===== config.mk =====
export PLATFORM = sky130hd
export DESIGN_NAME = mac_operand_feeder_flat
export DESIGN_NICKNAME = d
export VERILOG_FILES = /design/src/rtl/mac_operand_feeder_if.sv /design/src/rtl/mac_operand_feeder.sv /design/src/flat_wrapper.sv
export SDC_FILE = /design/constraint.sdc
export NUM_CORES = 1
export LEC_CHECK = 0
export ABC_AREA = 1
export CAP_MARGIN = 20
export CORE_MARGIN = 1
export CORE_UTILIZATION = 35
export CTS_CLUSTER_DIAMETER = 80
export DETAILED_ROUTE_END_ITERATION = 10
export PLACE_DENSITY_LB_ADDON = 0.08
export SYNTH_ARGS = -nofsm -noshare
export SYNTH_HDL_FRONTEND = slang
export SYNTH_SLANG_ARGS = --single-unit

===== constraint.sdc =====
create_clock -name clk -period 9.7 [get_ports clk]
set_clock_uncertainty 0.2 [all_clocks]
set_input_delay 1.94 -clock clk [delete_from_list [all_inputs] [get_ports clk]]
set_output_delay 1.94 -clock clk [all_outputs]
set_load 0.005 [all_outputs]

===== src/rtl/mac_operand_feeder_if.sv =====
// Operand-feeder bus: producer push side, run control and MAC-facing operand stream.
// Width parameters must match those of the attached mac_operand_feeder.
interface mac_operand_feeder_if #(
  parameter int P_NBITS = 32,
  parameter int P_CNT_W = 8
);
  logic               in_val;
  logic               in_rdy;
  logic [P_NBITS-1:0] in_a;
  logic [P_NBITS-1:0] in_b;
  logic               start;
  logic [P_CNT_W-1:0] len;
  logic               out_val;
  logic               out_rdy;
  logic [P_NBITS-1:0] a;
  logic [P_NBITS-1:0] b;
  logic               busy;
  logic               done;
  logic [P_CNT_W-1:0] issued_cnt;

  modport master (
    output in_val, in_a, in_b, start, len, out_rdy,
    input  in_rdy, out_val, a, b, busy, done, issued_cnt
  );

  modport slave (
    input  in_val, in_a, in_b, start, len, out_rdy,
    output in_rdy, out_val, a, b, busy, done, issued_cnt
  );
endinterface


===== src/rtl/mac_operand_feeder.sv =====
// Queues (a,b) operand pairs and issues a counted run of them to the MAC pipeline
// through a registered valid/ready output stage, ending with a one-cycle done pulse.
module mac_operand_feeder #(
  parameter int P_NBITS = 32,
  parameter int P_DEPTH = 4,
  parameter int P_CNT_W = 8
) (
  input logic                  clk,
  input logic                  nreset,
  mac_operand_feeder_if.slave  bus
);
  localparam int AW = $clog2(P_DEPTH);

  typedef enum logic [1:0] {S_IDLE, S_RUN, S_DONE} state_t;

  state_t             state;
  logic [P_NBITS-1:0] mem_a [P_DEPTH];
  logic [P_NBITS-1:0] mem_b [P_DEPTH];
  logic [AW:0]        wr_ptr;
  logic [AW:0]        rd_ptr;
  logic [P_NBITS-1:0] a_q;
  logic [P_NBITS-1:0] b_q;
  logic               out_val_q;
  logic               busy_q;
  logic               done_q;
  logic [P_CNT_W-1:0] issued_q;
  logic [P_CNT_W-1:0] remaining;

  logic full;
  logic empty;
  logic push;
  logic xfer;
  logic load;

  // Extra wrap bit on the pointers separates full from empty.
  assign empty = (wr_ptr == rd_ptr);
  assign full  = (wr_ptr[AW] != rd_ptr[AW]) && (wr_ptr[AW-1:0] == rd_ptr[AW-1:0]);
  assign push  = bus.in_val && !full;
  assign xfer  = out_val_q && bus.out_rdy;
  assign load  = (state == S_RUN) && (remaining != '0) && !empty
              && (!out_val_q || bus.out_rdy);

  // NOTE: the pair storage has no reset; only the pointers decide which entries are valid.
  always_ff @(posedge clk) begin
    if (push) begin
      mem_a[wr_ptr[AW-1:0]] <= bus.in_a;
      mem_b[wr_ptr[AW-1:0]] <= bus.in_b;
    end
  end

  always_ff @(posedge clk or negedge nreset) begin
    if (!nreset) begin
      wr_ptr <= '0;
    end else if (push) begin
      wr_ptr <= wr_ptr + 1'b1;
    end
  end

  // NOTE: every register below updates with <= so all branches see pre-edge values.
  always_ff @(posedge clk or negedge nreset) begin
    if (!nreset) begin
      state     <= S_IDLE;
      rd_ptr    <= '0;
      a_q       <= '0;
      b_q       <= '0;
      out_val_q <= 1'b0;
      busy_q    <= 1'b0;
      done_q    <= 1'b0;
      issued_q  <= '0;
      remaining <= '0;
    end else begin
      done_q <= 1'b0;
      case (state)
        S_IDLE: begin
          if (bus.start) begin
            remaining <= bus.len;
            issued_q  <= '0;
            busy_q    <= 1'b1;
            if (bus.len != '0) begin
              state <= S_RUN;
            end else begin
              state  <= S_DONE;
              done_q <= 1'b1;
            end
          end
        end
        S_RUN: begin
          if (load) begin
            a_q       <= mem_a[rd_ptr[AW-1:0]];
            b_q       <= mem_b[rd_ptr[AW-1:0]];
            out_val_q <= 1'b1;
            rd_ptr    <= rd_ptr + 1'b1;
            remaining <= remaining - 1'b1;
          end else if (xfer) begin
            out_val_q <= 1'b0;
          end
          if (xfer) begin
            issued_q <= issued_q + 1'b1;
            // remaining==0 here means the register held the last pair of the run.
            if (remaining == '0) begin
              state  <= S_DONE;
              done_q <= 1'b1;
            end
          end
        end
        S_DONE: begin
          state  <= S_IDLE;
          busy_q <= 1'b0;
        end
        default: state <= S_IDLE;
      endcase
    end
  end

  assign bus.in_rdy     = !full;
  assign bus.out_val    = out_val_q;
  assign bus.a          = a_q;
  assign bus.b          = b_q;
  assign bus.busy       = busy_q;
  assign bus.done       = done_q;
  assign bus.issued_cnt = issued_q;
endmodule


===== src/flat_wrapper.sv =====
// flat-port wrapper written by rule: the top's interface ports become plain ports
module mac_operand_feeder_flat 
#(
  parameter int P_NBITS = 32,
  parameter int P_DEPTH = 4,
  parameter int P_CNT_W = 8
)
  (clk, nreset, bus_in_val, bus_in_a, bus_in_b, bus_start, bus_len, bus_out_rdy, bus_in_rdy, bus_out_val, bus_a, bus_b, bus_busy, bus_done, bus_issued_cnt);
  mac_operand_feeder_if #(.P_NBITS(P_NBITS), .P_CNT_W(P_CNT_W)) bus_i ();
  input logic clk;
  input logic nreset;
  input wire logic [$bits(bus_i.in_val)-1:0] bus_in_val;
  input wire logic [$bits(bus_i.in_a)-1:0] bus_in_a;
  input wire logic [$bits(bus_i.in_b)-1:0] bus_in_b;
  input wire logic [$bits(bus_i.start)-1:0] bus_start;
  input wire logic [$bits(bus_i.len)-1:0] bus_len;
  input wire logic [$bits(bus_i.out_rdy)-1:0] bus_out_rdy;
  output wire logic [$bits(bus_i.in_rdy)-1:0] bus_in_rdy;
  output wire logic [$bits(bus_i.out_val)-1:0] bus_out_val;
  output wire logic [$bits(bus_i.a)-1:0] bus_a;
  output wire logic [$bits(bus_i.b)-1:0] bus_b;
  output wire logic [$bits(bus_i.busy)-1:0] bus_busy;
  output wire logic [$bits(bus_i.done)-1:0] bus_done;
  output wire logic [$bits(bus_i.issued_cnt)-1:0] bus_issued_cnt;
  assign bus_i.in_val = bus_in_val;
  assign bus_i.in_a = bus_in_a;
  assign bus_i.in_b = bus_in_b;
  assign bus_i.start = bus_start;
  assign bus_i.len = bus_len;
  assign bus_i.out_rdy = bus_out_rdy;
  assign bus_in_rdy = bus_i.in_rdy;
  assign bus_out_val = bus_i.out_val;
  assign bus_a = bus_i.a;
  assign bus_b = bus_i.b;
  assign bus_busy = bus_i.busy;
  assign bus_done = bus_i.done;
  assign bus_issued_cnt = bus_i.issued_cnt;
  mac_operand_feeder #(.P_NBITS(P_NBITS), .P_DEPTH(P_DEPTH), .P_CNT_W(P_CNT_W)) u_core (.clk(clk), .nreset(nreset), .bus(bus_i));
endmodule

Word-level counts from Yosys, hierarchy flattened
Memory sizes are Yosys's and may differ from the RTL's. A register that Yosys moved wholly into a read port is not among the register bits. Index checks and enable logic that the tools add are counted.

Add/subtract/negate cells: 4. Eq/ne operators: 9. Mux-type cells: 22. Reductions and logical operators: 25.

Operators by type and width (number): $mux W8 (4); $pmux W8 S2 (2); $reduce_bool A8 Y1 (2); $mux W1 (9); $reduce_and A3 Y1 (3); $add A8 B1 Y8 const B (1); $logic_not A8 Y1 (1); $mux W2 (4); $sub A8 B1 Y8 const B (1); $add A3 B1 Y3 const B (2); $logic_and A1 B1 Y1 (6); $reduce_and A2 Y1 (3); $reduce_bool A2 Y1 (3); $logic_not A1 Y1 (5); $ne A2 B1 Y1 const B (2); $ne A2 B2 Y1 const B (2); $pmux W1 S2 (2); $pmux W2 S2 (1); $eq A3 B3 Y1 (1); $eq A2 B1 Y1 const B (1); $eq A2 B2 Y1 (1); $eq A2 B2 Y1 const B (1); $logic_not A2 Y1 (1); $logic_or A1 B1 Y1 (1); $ne A1 B1 Y1 (1).

Flip-flop bits (word level): 27. RAM bits: 256. Input bits: 77. Output and inout bits: 76. Logic and storage cells: 70. Memories: 2.

Memories: u_core.mem_a (depth 4, width 32, rd ports 1, clocked after Yosys merged registers in 1, wr ports 1, line mac_operand_feeder.sv:17) `logic [P_NBITS-1:0] mem_a [P_DEPTH];`; u_core.mem_b (depth 4, width 32, rd ports 1, clocked after Yosys merged registers in 1, wr ports 1, line mac_operand_feeder.sv:18) `logic [P_NBITS-1:0] mem_b [P_DEPTH];`.

Logic depth before layout (Yosys ltp)
Gate-level depths: netlist (run 1).

Word-level depth: 6. Gate-level depth with buffers: 10. Mapped depth without buffers: 9.

Worst setup path after synthesis (run 1)
OpenSTA, ideal clock, no wires.

Path kind: in2reg. From: in bus_in_val. To: mem u_core.mem_a[3][0] (enable). Setup time: 488 ps. Arrival time: 4816 ps. Data required time: 9012 ps. Setup slack: 4196 ps. Cell stages on the path: 2. Buffers on the path: 0. Path through: nand2_1 -> nor2_1.

Word-level cells in the longest chain between the ends: 3.

Ends and longest elaborated chain: from (decl) (line flat_wrapper.sv:12) `input wire logic [$bits(bus_i.in_val)-1:0] bus_in_val;`; $logic_and A1 B1 Y1 (line mac_operand_feeder.sv:38) `assign push = bus.in_val && !full;`; $mux W1 (line mac_operand_feeder.sv:45) `if (push) begin`; $mux W1 (not written as such) (line mac_operand_feeder.sv:46) `mem_a[wr_ptr[AW-1:0]] <= bus.in_a;`; to (decl) (line mac_operand_feeder.sv:17).

No other way between the ends.

Worst setup path after layout (run 1)
From: reg u_core.rd_ptr[0]. To: out bus_in_rdy.

Word-level cells in the longest chain between the ends: 3.

Ends and longest elaborated chain: from (decl) (line mac_operand_feeder.sv:20) `logic [AW:0] rd_ptr;`; from (signal assigned) (line mac_operand_feeder.sv:92) `rd_ptr <= rd_ptr + 1'b1;`; $eq A2 B2 Y1 (line mac_operand_feeder.sv:37) `assign full = (wr_ptr[AW] != rd_ptr[AW]) && (wr_ptr[AW-1:0] == rd_ptr[AW-1:0]);`; $logic_and A1 B1 Y1 (line mac_operand_feeder.sv:37); $logic_not A1 Y1 (line mac_operand_feeder.sv:115) `assign bus.in_rdy = !full;`; to (decl) (line flat_wrapper.sv:18) `output wire logic [$bits(bus_i.in_rdy)-1:0] bus_in_rdy;`.

No other way between the ends.

==> results.cfg, run 1 <==
[routing]
firstDrtPassIters = 4
totalWireLength_mm = 30.9
antenna_left = 0
first_iter_violations = 369
wl_per_cell_um = 16.4
vias_per_cell = 4.62
num_vias = 8686
drc = 0

[floorplanning]
die-area_sq_um = 40200
num_rows = 72
die_w_um = 200
core-area_sq_um = 38700
pin_count = 153
start_util_pct = 35.6
die_h_um = 200

[placement]
place_congestion = 0.776
hpwlAfterDp_mm = 17.4
postPlaceCellArea_sq_um = 15700
io_buffer_count = 152

[outcome]
status = completed

[run]
maxCapViolations = 0

[yosys]
synth-seq-area-share_pct = 72.3
synth_edf_count = 256
yosysTopAreaCell = edfxtp_1
syn-mean-instance-area_sq_um = 11.6
synth_area_sq_um = 13800
ys_ff_latch = 347
ys.flop_type = edfxtp_1
syn_inst = 1190
synthArstFlopShare_pct = 26.2
synth_common_cells = edfxtp_1 (256), nor2_1 (218), o21ai_0 (187)
syn-num-nets = 1275
synth.distinct_cells = 31
synth_most_common_cell = edfxtp_1
synth_top_area_share_pct = 55.8
ys_warn_count = 0
synth_area_leaders = edfxtp_1 (56%), dfrtp_1 (17%), o21ai_0 (6.8%)

[cells_and_area]
ff_latch_area_sq_um = 9970
multi_input_area_sq_um = 3160
stdcell_area_sq_um = 17100
synthToLayoutAreaGrowth_pct = 24.1
layout.nets = 1418
fillerInstances = 3619
drive_gt1_share_pct = 6.38

[setup_path]
critical_path_arrival_ps = 2630
cp_cell_sequence = inv_4 > nand2_1 > nand2_1 > nand3b_1 > clkdlybuf4s50_1
crit_top_cell = nand2_1
worstSetupPathType = flop to primary output
path_max_fanout = 60
critical_path_required_ps = 7560
crit_path_start_kind = flop
worstSetupEndpointType = primary output
crit_slowest_cell = dfrtp_4
max_stage_delay_ps = 690

[global_routing]
grt_usage_pct = 15.6
grt_pass1_vias = 8703
grt_pass1_wl_mm = 49.4
antenna_found_initial = 0
grt_max_degree = 92
grt_overflow = 0

[sta]
maxSlewViolCount = 0
finalCritPeriodShare_pct = 49.2
fin_crit_ps = 4770
slew_headroom_pct = 27.6
worst_slew_pin_slew_ps = 1090
fin_setup_tns_ps = 0
finalSetupViolCount = 0
fmax_mhz = 209
final-hold-violation-count = 0
rsz0062_at_grt = false

[power]
switching_power_mw = 1.89
power_frac_clock_pct = 27.5
power_frac_comb_pct = 31.6
p_int_mw = 3.67
powerDensity_nw_per_um2 = 325
max-vdd-ir-drop_v = 0.000178
p_leak_nw = 6.48
p_seq_share_pct = 40.9
swShare_pct = 34.0

[cts]
path_clk_slew_ps = 60
cts_root_buf = clkbuf_16
cts_num_sinks = 347
clkLatencyLatePin_ps = 510
htree_num_levels = 2
numCtsBuffers = 40
postCtsSetupRepairBufs = 0
cts-hold-fix-buffers = 0
cts_tree = built
cts.path.max_buffers = 3
cts_resized = 0

[min_path]
worstHoldPathType = flop to flop
state kept, by name (all words and copies together) (netlist names):
register / cells
u_core.mem_a: 128
u_core.mem_b: 128
u_core.bus.a: 32
u_core.bus.b: 32
u_core.bus.issued_cnt: 8
u_core.remaining: 8
u_core.rd_ptr: 3
u_core.wr_ptr: 3
u_core.state: 2
u_core.bus.busy: 1
u_core.bus.done: 1
u_core.bus.out_val: 1
worst paths after layout:
kind | startpoint | endpoint | slack, ps | cells past startpoint
setup / recovery | u_core.rd_ptr[0]$_DFFE_PN0P_ | bus_in_rdy | 4930 | 5
hold / removal | u_core.bus.busy$_DFFE_PN0P_ | u_core.bus.busy$_DFFE_PN0P_ | 280 | 2
setup reg to reg | u_core.rd_ptr[0]$_DFFE_PN0P_ | u_core.mem_b[0][19]$_DFFE_PP_ | 5890 | 7
hold reg to reg | u_core.bus.busy$_DFFE_PN0P_ | u_core.bus.busy$_DFFE_PN0P_ | 280 | 2
max in group asynchronous | nreset | u_core.bus.a[1]$_DFFE_PN0P_ | 7150 | 3
min in group asynchronous | nreset | u_core.bus.a[29]$_DFFE_PN0P_ | 1110 | 1
cell families after synthesis:
kind of cell	Yosys count	synth area share [%]
buf+inv	157	4.99
compound gates	278	10.3
simple gates	397	11.5
fa+ha+maj	8	0.727
flops	347	72.3
xor+xnor	3	0.191
cell type report:
cell class	count	share of cell area, %
multi-input combinational	686	18.5
tap	518	3.79
antenna	1	0.0146
sequential	347	58.3
inverter	96	2.12
timing repair buffer	162	9.44
clock inverter	19	1.41
clock buffer	53	6.44
per-layer routing:
| layer | global-route usage (%) | vias up | wire length, um |
|---|---|---|---|
| met5 | 0 | - | 0 |
| met1 | 21.1 | 4142 | 14500 |
| li1 | - | 4356 | - |
| met4 | 3.76 | 0 | 516 |
| met3 | 2.70 | 40 | 1220 |
| met2 | 26.0 | 148 | 14700 |
power by group through the flow:
stage / clock, mW / combinational (mW) / sequential, mW
final: 1.53 / 1.76 / 2.27
after global routing: 1.62 / 2.03 / 2.32
after CTS: 1.57 / 1.81 / 2.28
after detailed placement: 0 / 1.81 / 2.31
after global placement: 0 / 1.79 / 2.30
after floorplan: 0 / 1.18 / 2.23
through the flow:
stage	hold WS (ps)	setup slack (ps)	util, %	cells	power, mW
after detailed placement	267	4840	40.6	1808	4.11
after global routing	308	4700	44.1	1881	5.98
final	278	4930	44.1	1882	5.56
after global placement	254	4810	40.6	1808	4.09
after floorplan	264	4200	-	1190	3.41
after CTS	282	4840	44.1	1880	5.66
worst max-delay path: cells and delay by family, from the launching register on:
| kind | cells | cell delay (ps) |
|---|---|---|
| buf+inv | 2 | 1030 |
| flops | 1 | 690 |
| simple gates | 3 | 400 |
cell usage in the layout (no fill, tap or decap), types with 5 or more instances in the layout:
| master | n |
|---|---|
| edfxtp_1 | 256 |
| nor2_1 | 214 |
| o21ai_0 | 187 |
| clkdlybuf4s50_1 | 151 |
| nand2_1 | 138 |
| inv_1 | 95 |
| dfrtp_1 | 89 |
| o21ai_1 | 80 |
| clkbuf_16 | 41 |
| nand3_1 | 20 |
| buf_4 | 10 |
| clkbuf_1 | 9 |
| ha_1 | 8 |
| nand4_1 | 7 |
| clkinv_1 | 7 |
| o21ai_2 | 6 |
| bufinv_16 | 6 |
| clkinv_2 | 5 |
No activity file was read; power rests on OpenSTA's default activity.
==> run 2, diff against run 1 <==
clock period = 4.77 ns   (was 9.7 ns; I/O delays follow)
==> run 2 against run 1 <==
Routed wire length rose by 0.39%. Global-route usage up 0.15 points. Cell area barely moved. Sequential cell count unchanged. Die area is the same. Sequential share of layout area is essentially flat. Non-clock buffer count is 3 higher. Critical path depth unchanged. Count of clock-buffer cells in the layout down 1. Critical path type unchanged. Largest cell class unchanged.
==> results.cfg, run 2 (synthesis gave the netlist of run 1 again) <==
[outcome]
status = completed

[routing]
wl_per_cell_um = 16.5
totalWireLength_mm = 31.0
first_iter_violations = 425
drc = 0
vias_per_cell = 4.66
antenna_left = 0
num_vias = 8791
firstDrtPassIters = 4

[power]
max-vdd-ir-drop_v = 0.000314
p_leak_nw = 6.48
powerDensity_nw_per_um2 = 654

[cts]
cts_num_sinks = 347
cts-hold-fix-buffers = 0
numCtsBuffers = 40
postCtsSetupRepairBufs = 0
cts_root_buf = clkbuf_16
path_clk_slew_ps = 60
htree_num_levels = 2
cts.path.max_buffers = 3
cts_tree = built
clkLatencyLatePin_ps = 530
cts_resized = 0

[global_routing]
grt_pass1_wl_mm = 49.5
grt_usage_pct = 15.7
grt_pass1_vias = 8762
grt_overflow = 0
grt_max_degree = 73
antenna_found_initial = 2

[setup_path]
startpoint = u_core.rd_ptr[0]$_DFFE_PN0P_
cp_cell_sequence = inv_4 > nand2_1 > nand2_1 > nand3b_1 > clkdlybuf4s50_1
cp_top_family = flip-flops
worstSetupPathType = flop to primary output
critical_path_required_ps = 3620
path_max_fanout = 72
critical_path_arrival_ps = 2300
crit_path_start_kind = flop
crit_slowest_cell = dfrtp_4
worstSetupEndpointType = primary output
max_stage_delay_ps = 940
crit_top_cell = nand2_1
cp_num_buf_inv = 2
r2r-start = u_core.state[1]$_DFFE_PN0P_
r2r_setup_slack_ps = 1730

[placement]
hpwlAfterDp_mm = 17.1
io_buffer_count = 152
place_congestion = 0.780

[sta]
fin_crit_ps = 3450
final-hold-violation-count = 0
maxSlewViolCount = 0
finalSetupViolCount = 0
worst_slew_pin_slew_ps = 888
finalCritPeriodShare_pct = 72.3
fmax_mhz = 290
fin_setup_tns_ps = 0
rsz0062_at_grt = false
holdWs_ps = 270
slew_headroom_pct = 40.8

[floorplanning]
num_rows = 72
core-area_sq_um = 38700
start_util_pct = 35.6
die-area_sq_um = 40200
die_w_um = 200
die_h_um = 200
pin_count = 153

[min_path]
worstHoldPathType = flop to flop
hp-start = u_core.bus.busy$_DFFE_PN0P_

[cells_and_area]
drive_gt1_share_pct = 6.58
layout_commonest_cell = edfxtp_1
layout.nets = 1421
synthToLayoutAreaGrowth_pct = 24.0
layout_common_cells = edfxtp_1 (256), nor2_1 (214), o21ai_0 (187)

[run]
maxCapViolations = 0
## run 2: cell count changes in the layout (fill, tap and decap cells not counted), sizes merged
| cell | previous run | this run |
|---|---|---|
| inv | 96 | 98 |
| buf | 11 | 14 |
| clkbuf | 53 | 52 |
| clkinv | 13 | 17 |
| bufinv | 6 | 3 |
## run 2: stage by stage
stage	instances	util (%)	setup WS (ps)	instance area (sq um)	power, mW
5_1_grt	1886	44.1	1150	17100	12.0
3_5_place_dp	1812	40.8	1510	15800	8.39
6_report	1887	44.1	1320	17100	11.2
4_1_cts	1886	44.1	1230	17100	11.4
3_3_place_gp	1812	40.8	1510	15800	8.35
2_1_floorplan	1190	-	252	13800	6.93
## run 2: report_power, final
group / internal, mW / total [mW] / switching, mW
clock: 1.78 / 2.97 / 1.19
sequential: 4.15 / 4.65 / 0.505
combinational: 1.41 / 3.56 / 2.15
total: 7.34 / 11.2 / 3.84
## run 2: path summary, 6_finish.rpt
kind,endpoint,cells past startpoint
worst max register to register,u_core.bus.a[20]$_DFFE_PN0P_,7
worst min register to register,u_core.bus.busy$_DFFE_PN0P_,2
worst min-delay path,u_core.bus.busy$_DFFE_PN0P_,2
worst max-delay path,bus_in_rdy,5
max in group asynchronous,u_core.bus.a[20]$_DFFE_PN0P_,2
min in group asynchronous,u_core.bus.b[5]$_DFFE_PN0P_,1
## run 2: tightest hold or removal path: cells and delay by family, from the launching register on
family	cells	cell delay [ps]
DFF	1	340
and+or+nand+nor	2	90
## run 2: cell type report
class / count / area, sq um
clock buffer: 52 / 1100
antenna: 1 / 2.50
tap: 518 / 648
sequential: 347 / 9970
clock inverter: 22 / 184
inverter: 96 / 363
timing repair buffer: 165 / 1670
multi-input combinational: 686 / 3160
fill: 3640 / 21600
## run 2: per-layer routing
| metal | share of wire [%] | global-route usage, % | vias up |
|---|---|---|---|
| li1 | - | - | 4361 |
| met1 | 46 | 21.1 | 4224 |
| met2 | 47 | 25.7 | 151 |
| met3 | 4.0 | 3.04 | 53 |
| met4 | 2.2 | 5.04 | 2 |
| met5 | 0.055 | 0 | - |
